## src/rtl/cdc_pkg.sv

```systemverilog
// Shared types and constants for the CDC handshake sender and its matching receiver.
package cdc_pkg;

  // Default depth of the ack synchronizer chain (legal range 2..4).
  localparam int SYNC_STAGES_DEFAULT = 2;

  // Width of the completed-transfer counter.
  localparam int COUNT_WIDTH = 8;

  // Sender handshake states.
  typedef enum logic [1:0] {
    IDLE    = 2'd0,
    SETUP   = 2'd1,
    WAIT_HI = 2'd2,
    WAIT_LO = 2'd3
  } state_t;

endpackage

```

## src/rtl/cdc_handshake_sender_if.sv

```systemverilog
// Bundles the source-side valid/ready bus and the 4-phase foreign-domain handshake.
// The master modport is the sender's view; the slave modport is the view of
// whatever sits around it (the source plus the foreign receiver).
interface cdc_handshake_sender_if #(
  parameter int WIDTH = 4
);
  import cdc_pkg::*;

  logic                   in_valid;
  logic                   in_ready;
  logic [WIDTH-1:0]       in_data;
  logic                   req;
  logic [WIDTH-1:0]       xdata;
  logic                   ack;
  logic                   busy;
  logic [COUNT_WIDTH-1:0] sent_count;

  modport master (
    input  in_valid,
    input  in_data,
    input  ack,
    output in_ready,
    output req,
    output xdata,
    output busy,
    output sent_count
  );

  modport slave (
    output in_valid,
    output in_data,
    output ack,
    input  in_ready,
    input  req,
    input  xdata,
    input  busy,
    input  sent_count
  );

endinterface

```

## src/rtl/cdc_sync.sv

```systemverilog
// Multi-flop synchronizer for a single level signal crossing into clk.
// Also used by the matching receiver to bring req into its own domain.
module cdc_sync #(
  parameter int STAGES = 2
) (
  input  logic clk,
  input  logic rst,
  input  logic i_async,
  output logic o_sync
);

  logic [STAGES-1:0] r_sync;

  // Shift the asynchronous input through the chain; reset clears every stage.
  always_ff @(posedge clk or negedge rst) begin
    if (!rst) begin
      r_sync <= '0;
    end else begin
      r_sync <= {r_sync[STAGES-2:0], i_async};
    end
  end

  assign o_sync = r_sync[STAGES-1];

endmodule

```

## src/rtl/cdc_handshake_sender.sv

```systemverilog
// Source-side half of a 4-phase req/ack clock-domain crossing. One payload is
// in flight at a time: it is latched into xdata, req rises one cycle later,
// and the block returns to IDLE only after the synchronized ack has gone
// high and then low again.
module cdc_handshake_sender
  import cdc_pkg::*;
#(
  parameter int WIDTH       = 4,
  parameter int SYNC_STAGES = SYNC_STAGES_DEFAULT
) (
  input  logic                   clk,
  input  logic                   rst,
  cdc_handshake_sender_if.master bus
);

  state_t                 r_state;
  state_t                 w_state_next;
  logic                   r_req;
  logic                   w_req_next;
  logic [WIDTH-1:0]       r_xdata;
  logic [WIDTH-1:0]       w_xdata_next;
  logic [COUNT_WIDTH-1:0] r_sent_count;
  logic [COUNT_WIDTH-1:0] w_sent_count_next;
  logic                   w_ack_s;
  logic                   w_in_ready;

  // Raw ack is only ever seen by this synchronizer.
  cdc_sync #(
    .STAGES (SYNC_STAGES)
  ) u_ack_sync (
    .clk     (clk),
    .rst     (rst),
    .i_async (bus.ack),
    .o_sync  (w_ack_s)
  );

  assign w_in_ready = (r_state == IDLE);

  // Next-state and next-register decode; everything holds unless a state says otherwise.
  always_comb begin
    w_state_next      = r_state;
    w_req_next        = r_req;
    w_xdata_next      = r_xdata;
    w_sent_count_next = r_sent_count;
    unique case (r_state)
      IDLE: begin
        // ack is deliberately ignored here so a stray high ack cannot advance us.
        if (bus.in_valid) begin
          w_xdata_next = bus.in_data;
          w_state_next = SETUP;
        end
      end
      SETUP: begin
        // One cycle of settling guarantees xdata is stable before req rises.
        w_req_next   = 1'b1;
        w_state_next = WAIT_HI;
      end
      WAIT_HI: begin
        if (w_ack_s) begin
          w_req_next   = 1'b0;
          w_state_next = WAIT_LO;
        end
      end
      WAIT_LO: begin
        if (!w_ack_s) begin
          w_sent_count_next = r_sent_count + 1'b1;
          w_state_next      = IDLE;
        end
      end
      default: begin
        w_req_next   = 1'b0;
        w_state_next = IDLE;
      end
    endcase
  end

  // State and output registers; reset aborts any transfer in flight.
  always_ff @(posedge clk or negedge rst) begin
    if (!rst) begin
      r_state      <= IDLE;
      r_req        <= 1'b0;
      r_xdata      <= '0;
      r_sent_count <= '0;
    end else begin
      r_state      <= w_state_next;
      r_req        <= w_req_next;
      r_xdata      <= w_xdata_next;
      r_sent_count <= w_sent_count_next;
    end
  end

  assign bus.in_ready   = w_in_ready;
  assign bus.busy       = !w_in_ready;
  assign bus.req        = r_req;
  assign bus.xdata      = r_xdata;
  assign bus.sent_count = r_sent_count;

endmodule

```

## src/flat_wrapper.sv

```systemverilog
// flat-port wrapper written by rule: the top's interface ports become plain ports
module cdc_handshake_sender_flat import cdc_pkg::*;
#(
  parameter int WIDTH       = 4,
  parameter int SYNC_STAGES = SYNC_STAGES_DEFAULT
)
  (clk, rst, bus_in_valid, bus_in_data, bus_ack, bus_in_ready, bus_req, bus_xdata, bus_busy, bus_sent_count);
  cdc_handshake_sender_if #(.WIDTH(WIDTH)) bus_i ();
  input  logic clk;
  input  logic rst;
  input wire logic [$bits(bus_i.in_valid)-1:0] bus_in_valid;
  input wire logic [$bits(bus_i.in_data)-1:0] bus_in_data;
  input wire logic [$bits(bus_i.ack)-1:0] bus_ack;
  output wire logic [$bits(bus_i.in_ready)-1:0] bus_in_ready;
  output wire logic [$bits(bus_i.req)-1:0] bus_req;
  output wire logic [$bits(bus_i.xdata)-1:0] bus_xdata;
  output wire logic [$bits(bus_i.busy)-1:0] bus_busy;
  output wire logic [$bits(bus_i.sent_count)-1:0] bus_sent_count;
  assign bus_i.in_valid = bus_in_valid;
  assign bus_i.in_data = bus_in_data;
  assign bus_i.ack = bus_ack;
  assign bus_in_ready = bus_i.in_ready;
  assign bus_req = bus_i.req;
  assign bus_xdata = bus_i.xdata;
  assign bus_busy = bus_i.busy;
  assign bus_sent_count = bus_i.sent_count;
  cdc_handshake_sender #(.WIDTH(WIDTH), .SYNC_STAGES(SYNC_STAGES)) u_core (.clk(clk), .rst(rst), .bus(bus_i));
endmodule
```

## config.mk

```make
export PLATFORM = sky130hd
export DESIGN_NAME = cdc_handshake_sender_flat
export DESIGN_NICKNAME = d
export VERILOG_FILES = /design/src/rtl/cdc_pkg.sv /design/src/rtl/cdc_handshake_sender_if.sv /design/src/rtl/cdc_sync.sv /design/src/rtl/cdc_handshake_sender.sv /design/src/flat_wrapper.sv
export SDC_FILE = /design/constraint.sdc
export NUM_CORES = 1
export LEC_CHECK = 0
export BUFFER_PORTS_ARGS = -buffer_cell sky130_fd_sc_hd__buf_2
export CAP_MARGIN = 5
export CORE_MARGIN = 1
export CORE_UTILIZATION = 40
export DETAILED_ROUTE_END_ITERATION = 8
export SLEW_MARGIN = 20
export SYNTH_ARGS = -nofsm -noshare
export SYNTH_HDL_FRONTEND = slang
export SYNTH_SLANG_ARGS = --single-unit
```

## constraint.sdc

```tcl
create_clock -name clk -period 1.73 [get_ports clk]
set_input_delay 0.0865 -clock clk [delete_from_list [all_inputs] [get_ports clk]]
set_output_delay 0.0865 -clock clk [all_outputs]
set_load 0.02 [all_outputs]
```

==> results of run 1 <==
## registers in the layout (all words and copies together), names as in the netlist
register / flops
u_core.bus.sent_count: 8
u_core.bus.xdata: 4
u_core.r_state: 2
u_core.u_ack_sync.r_sync: 2
u_core.bus.req: 1
## routing by layer
layer / vias to the layer above / GRT usage / routed length [microns]
met5: - / 0 / 0
met4: 0 / 0.07273 / 22
met3: 5 / 0.08333 / 77
met2: 17 / 0.1857 / 499
met1: 219 / 0.1696 / 568
li1: 251 / - / -
## logic make-up after synthesis
logic type | after synthesis | share of synthesized area
AOI/OAI and AO/OA | 2 | 0.01994
xor gates and xnor gates | 7 | 0.08140
adders and majority gates | 6 | 0.09967
buffers and inverters | 5 | 0.02657
DFF | 17 | 0.5648
muxes | 8 | 0.1213
and+or+nand+nor | 12 | 0.08639
## final cells by class
| cell class | instances | area [sq um] |
|---|---|---|
| clock buffer | 4 | 26.28 |
| fill | 175 | 802.0 |
| inverter | 4 | 15.01 |
| multi-input combinational | 35 | 307.8 |
| sequential | 17 | 425.4 |
| tap | 25 | 31.28 |
| timing repair buffer | 25 | 137.6 |
## cells in the final DEF (no fill, tap or decap), drive strengths merged
master	instances
o22ai	1
clkbuf	4
xnor2	6
nor2	2
mux2i	2
mux2	6
inv	4
nand2	2
nor2b	1
dlygate4sd3	2
buf	23
ha	6
o21ai	1
nand4	5
dfrtp	17
and3	2
xor2	1
## critical path, cell delays in order (launching register included)
cell,delay [ns]
dfrtp_1,0.43
inv_1,0.12
ha_1,0.19
inv_1,0.07
o21ai_2,0.19
mux2_4,0.31
## metrics by stage
stage	worst slack [ns]	instances	hold WS (ns)
2_1_floorplan	0.1210	57	-0.2091
3_3_place_gp	0.3649	104	0.02440
5_1_grt	0.2483	110	0.003341
6_report	0.3217	110	0.02591
3_5_place_dp	0.3268	104	0.02487
4_1_cts	0.3117	110	0.01573
## worst max path at each step
stage	start	endpoint	slack [ns]	cells past startpoint
after floorplan	u_core.r_state[0]$_DFFE_PN0P_	u_core.r_state[1]$_DFFE_PN0P_	0.12	5
after global placement	u_core.r_state[1]$_DFFE_PN0P_	u_core.r_state[1]$_DFFE_PN0P_	0.36	5
after CTS	u_core.r_state[1]$_DFFE_PN0P_	u_core.r_state[1]$_DFFE_PN0P_	0.31	5
after global routing	u_core.r_state[1]$_DFFE_PN0P_	u_core.r_state[1]$_DFFE_PN0P_	0.25	5
final	u_core.r_state[1]$_DFFE_PN0P_	u_core.r_state[1]$_DFFE_PN0P_	0.32	5
after detailed placement	u_core.r_state[0]$_DFFE_PN0P_	u_core.r_state[1]$_DFFE_PN0P_	0.33	5
## power breakdown
part	leakage, uW	internal (uW)	switching, uW	total, uW
clock	0.0000150	89.7	111	201
sequential	0.000209	540	124	665
combinational	0.000260	328	408	737
total	0.000484	958	644	1600
==> metrics, run 1 <==
status=complete, no violations; Final TNS setup=0 ns; Via density=4.473; TritonCTS Buffers=3; P per Cell Area=1698 mW/mm^2; WP data required=1.91 ns; Final Cell Area=943.4 sq um; post-CTS setup buffers=0; I/O pin count=23; hold path start=bus_in_data[3]; most frequent cell after synthesis=dfrtp_1; reg2reg end=u_core.r_state[1]$_DFFE_PN0P_; max cap viols=0; Root Buffer=clkbuf_4; synthesized cell area=753.2 sq um; gp weighted congestion=0.7471; Core ar.=0.001745 sq mm; hpwl dp=898.9 microns; overall power=1602 uW; HP Class=primary input to register; R2R setup slack=0.32 ns; GRT overflow=0; CTS max path bufs=2; Starting Density=0.4315; Worst EP arrival=1.59 ns; share of cells above drive strength 1=0.3882; placed inst area=897.1 sq um; post-cts sizing count=0; flops & latches, synth=17; top-area cell type share of the netlist area=0.5648; commonest cells in the netlist=dfrtp_1, ha_1, xnor2_1; H-tree levels=1; GR Util All Layers=0.1378; peak supply drop=736.7 uV; Yosys warning total=0; Final min period=1.408 ns; routed wire length=1167 microns; Hold-fix buffers, CTS=2; drt drc=0; Site Rows=15; Worst R2R Path Depth=5; number of global-route vias before repair=408; Max Freq=0.7101 GHz; Routed Antenna Nets=0; number of flops mapped to enable cells by yosys=0; relative slew slack=0.7620; Post-synth top flop=dfrtp_1; Worst Setup Path Type=register to register; area grow syn2layout=25.25%; Worst Skew=0.0004452 ns; Synth cell types=16; Setup crit end kind=register; Reg2Reg Launch Point=u_core.r_state[1]$_DFFE_PN0P_; largest cells by area after synthesis=dfrtp_1, ha_1, mux2_2, xnor2_1, nand4_1; crit start category=register; final period utilization=0.8140; register area share after synthesis=0.5648; RSZ-0062 raised after global routing=false; measured slew at the worst slew-check pin=0.3570 ns; Max Slew Vio Count=0; Finished Core Util=0.5405; first-pass GRT wire length=1869 microns; antenna violations before repair=0; ys async rst share=1.000; Pleak=0.0004840 uW; Worst Hold Endpoint=u_core.bus.xdata[3]$_DFFE_PN0P_; Vias=492; # diodes=0; Syn Nets=71; Starting DRT DRC Count=0; worst-path fanout max=4; clock-pin slew on the worst setup and hold paths=0.09 ns; die span in x=45.40 microns; drt pass-1 iters=1; final setup vio count=0; clock latency on the worst-skew pair=0.28 ns; hold path cells=2; clock tree sinks=17; pin count of the biggest net entering global routing=18; CTS tree=built; nets=100; input/output buffers=22; Die Y=45.40 microns; Final Hold Vio Count=0; die area=0.002061 sq mm; post-synth top area cell=dfrtp_1; Synth Instances=57; Routed wire per std cell=10.61 microns; mean post-synth cell area=13.21 sq um
(Power assumes the default switching activity.)
==> run 2: changes to the inputs <==
- clock period: 1.73 -> 1.4 ns (I/O delays scaled with it)
==> run 2 against run 1 <==
Compared with the run above:
- design area grew 3.7%
- flip-flop and latch count is the same
- total power grew 30%
- clock power grew 24%
- critical path depth is the same
- via count grew 2.4%
- highest routed layer unchanged
==> metrics, run 2 (synthesis results as in run 1) <==
GRT overflow=0 (unchanged); drt pass-1 iters=4 (+3); status=complete, no violations; Core ar.=0.001745 sq mm (unchanged); WP buf/inv=2 (unchanged); routed wire length=1360 microns (+17%); drt drc=0 (unchanged); H-tree levels=1 (unchanged); Finished Layout Cells=111 (+0.91%); area grow syn2layout=29.90%; Final TNS setup=0 ns (unchanged); crit path from=u_core.r_state[1]$_DFFE_PN0P_; most frequent cells in the layout=buf_2, dfrtp_1, xnor2_1; Seq pwr share=0.399 (-0.016); Final Cell Area=978.4 sq um (+3.7%); number of global-route vias before repair=469 (+15%); hpwl dp=1014 microns (+13%); Site Rows=15 (unchanged); WP data required=1.57 ns (-0.34 ns); placed inst area=909.6 sq um (+1.4%); clock tree sinks=17 (unchanged); Root Buffer=clkbuf_4; peak supply drop=1221 uV (+66%); Final min period=1.355 ns (-0.05294 ns); placed insts=104 (unchanged); CTS tree=built; clock latency on the worst-skew pair=0.28 ns (about the same); Worst Setup Path Type=register to register; max cap viols=0 (unchanged); Worst EP arrival=1.53 ns (-0.06 ns); HP Class=primary input to register; pin count of the biggest net entering global routing=18 (unchanged); CTS max path bufs=2 (unchanged); cell family with most CP delay=flip-flops; Sw Pwr=857.4 uW (+33%); Routed wire per std cell=12.25 microns (+15%); gp weighted congestion=0.6906 (-7.6%); Final Hold Vio Count=0 (unchanged); Via density=4.541 (+1.5%); Routed Antenna Nets=0 (unchanged); hold path start=bus_in_data[3]; final setup vio count=0 (unchanged); measured slew at the worst slew-check pin=0.3693 ns (+0.01223 ns); Max Freq=0.7378 GHz (+3.9%); Max stage delay on crit path=0.43 ns (about the same); Worst Skew=0.003310 ns (+0.002865 ns); die span in x=45.40 microns (unchanged); relative slew slack=0.7538 (-0.008153); Vias=504 (+2.4%); crit start category=register; final period utilization=0.9681 (+0.1541); most common library cell in the layout ignoring fill and taps=buf_2; TritonCTS Buffers=3 (unchanged); clock-pin slew on the worst setup and hold paths=0.09 ns (about the same); Combinational Power Share=0.482 (+0.022); CP max stage cell=dfrtp_1; share of cells above drive strength 1=0.4884 (+0.1001); Cell Chain, Critical Path=inv_1 > ha_4 > inv_2 > o21ai_2 > mux2_4; internal power=1225 uW (+28%); clock share of power=0.119 (-0.006); Setup crit end kind=register; Net Sw Frac=0.4118 (+0.01004); Starting DRT DRC Count=5 (+5); # diodes=0 (unchanged); I/O pin count=23 (unchanged); Pleak=0.0004893 uW (+1.1%); nets=101 (+1.0%); Starting Density=0.4315 (unchanged); max FFs per register=8 (unchanged); input/output buffers=22 (unchanged); antenna violations before repair=0 (unchanged); P per Cell Area=2128 mW/mm^2 (+25%); RSZ-0062 raised after global routing=true; Die Y=45.40 microns (unchanged); GR Util All Layers=0.1450 (+0.007168); Max Slew Vio Count=0 (unchanged); first-pass GRT wire length=2035 microns (+8.9%); worst-path fanout max=4 (unchanged); Reg2Reg Launch Point=u_core.r_state[1]$_DFFE_PN0P_; die area=0.002061 sq mm (unchanged)
==> run 2: cell types whose count changed in the layout (fill, tap and decap cells not counted), sizes merged <==
cell    delta
clkbuf     -1
buf        +1
clkinv     +1
==> run 2: through the flow <==
| stage | setup WS [ns] | hold slack (ns) | util | total power (uW) |
|---|---|---|---|---|
| global placement | 0.06382 | 0.006675 | 0.5211 | 1762 |
| detailed placement | 0.04723 | 0.006198 | 0.5211 | 1809 |
| floorplan | 0.03496 | -0.2256 | - | 1506 |
| CTS | 0.02876 | 0.005320 | 0.5484 | 2065 |
| finish | 0.04468 | 0.01452 | 0.5606 | 2082 |
| global route | -0.02294 | 0.01131 | 0.5606 | 2225 |
==> run 2: final cells by class <==
class / instances / area (sq um)
clock buffer: 3 / 22.52
clock inverter: 1 / 5.005
fill: 169 / 767.0
inverter: 4 / 15.01
multi-input combinational: 35 / 330.3
sequential: 17 / 425.4
tap: 25 / 31.28
timing repair buffer: 26 / 148.9
==> run 2: final timing paths <==
path | to | slack, ns | cells past startpoint
max | u_core.r_state[1]$_DFFE_PN0P_ | 0.04 | 5
min | u_core.bus.xdata[3]$_DFFE_PN0P_ | 0.01 | 2
max reg2reg | u_core.r_state[1]$_DFFE_PN0P_ | 0.04 | 5
min reg2reg | u_core.u_ack_sync.r_sync[1]$_DFF_PN0_ | 0.36 | 0
max in group asynchronous | u_core.bus.sent_count[5]$_DFFE_PN0P_ | 0.91 | 2
min in group asynchronous | u_core.u_ack_sync.r_sync[1]$_DFF_PN0_ | 0.23 | 2
==> run 2: worst register-to-register path, cell delays in order, from the launching register on <==
cell and delay (ns):
dfrtp_1 0.43, inv_1 0.15, ha_4 0.17, inv_2 0.04, o21ai_2 0.16, mux2_4 0.31
==> run 2: layer usage <==
layer,vias to the layer above,wire length (microns),GRT usage
li1,251,-,-
met1,234,623,0.1714
met2,17,649,0.2429
met3,2,73,0.05952
met4,0,12,0.03636
met5,-,0,0
==> run 2: what timing repair did <==
action | in CTS | in global routing
resized for setup | 0 | 5
setup endpoints to repair | 0 | 6
hold endpoints to repair | 18 | 0
buffers inserted | 0 | 1
hold buffers | 2 | 0
==> run 2: power by group through the flow <==
stage	Sequential, uW	Clock, uW	Combinational, uW
3_5_place_dp	842	0	968
6_report	830	249	1000
4_1_cts	831	261	973
5_1_grt	860	276	1090
2_1_floorplan	986	0	520
3_3_place_gp	826	0	936
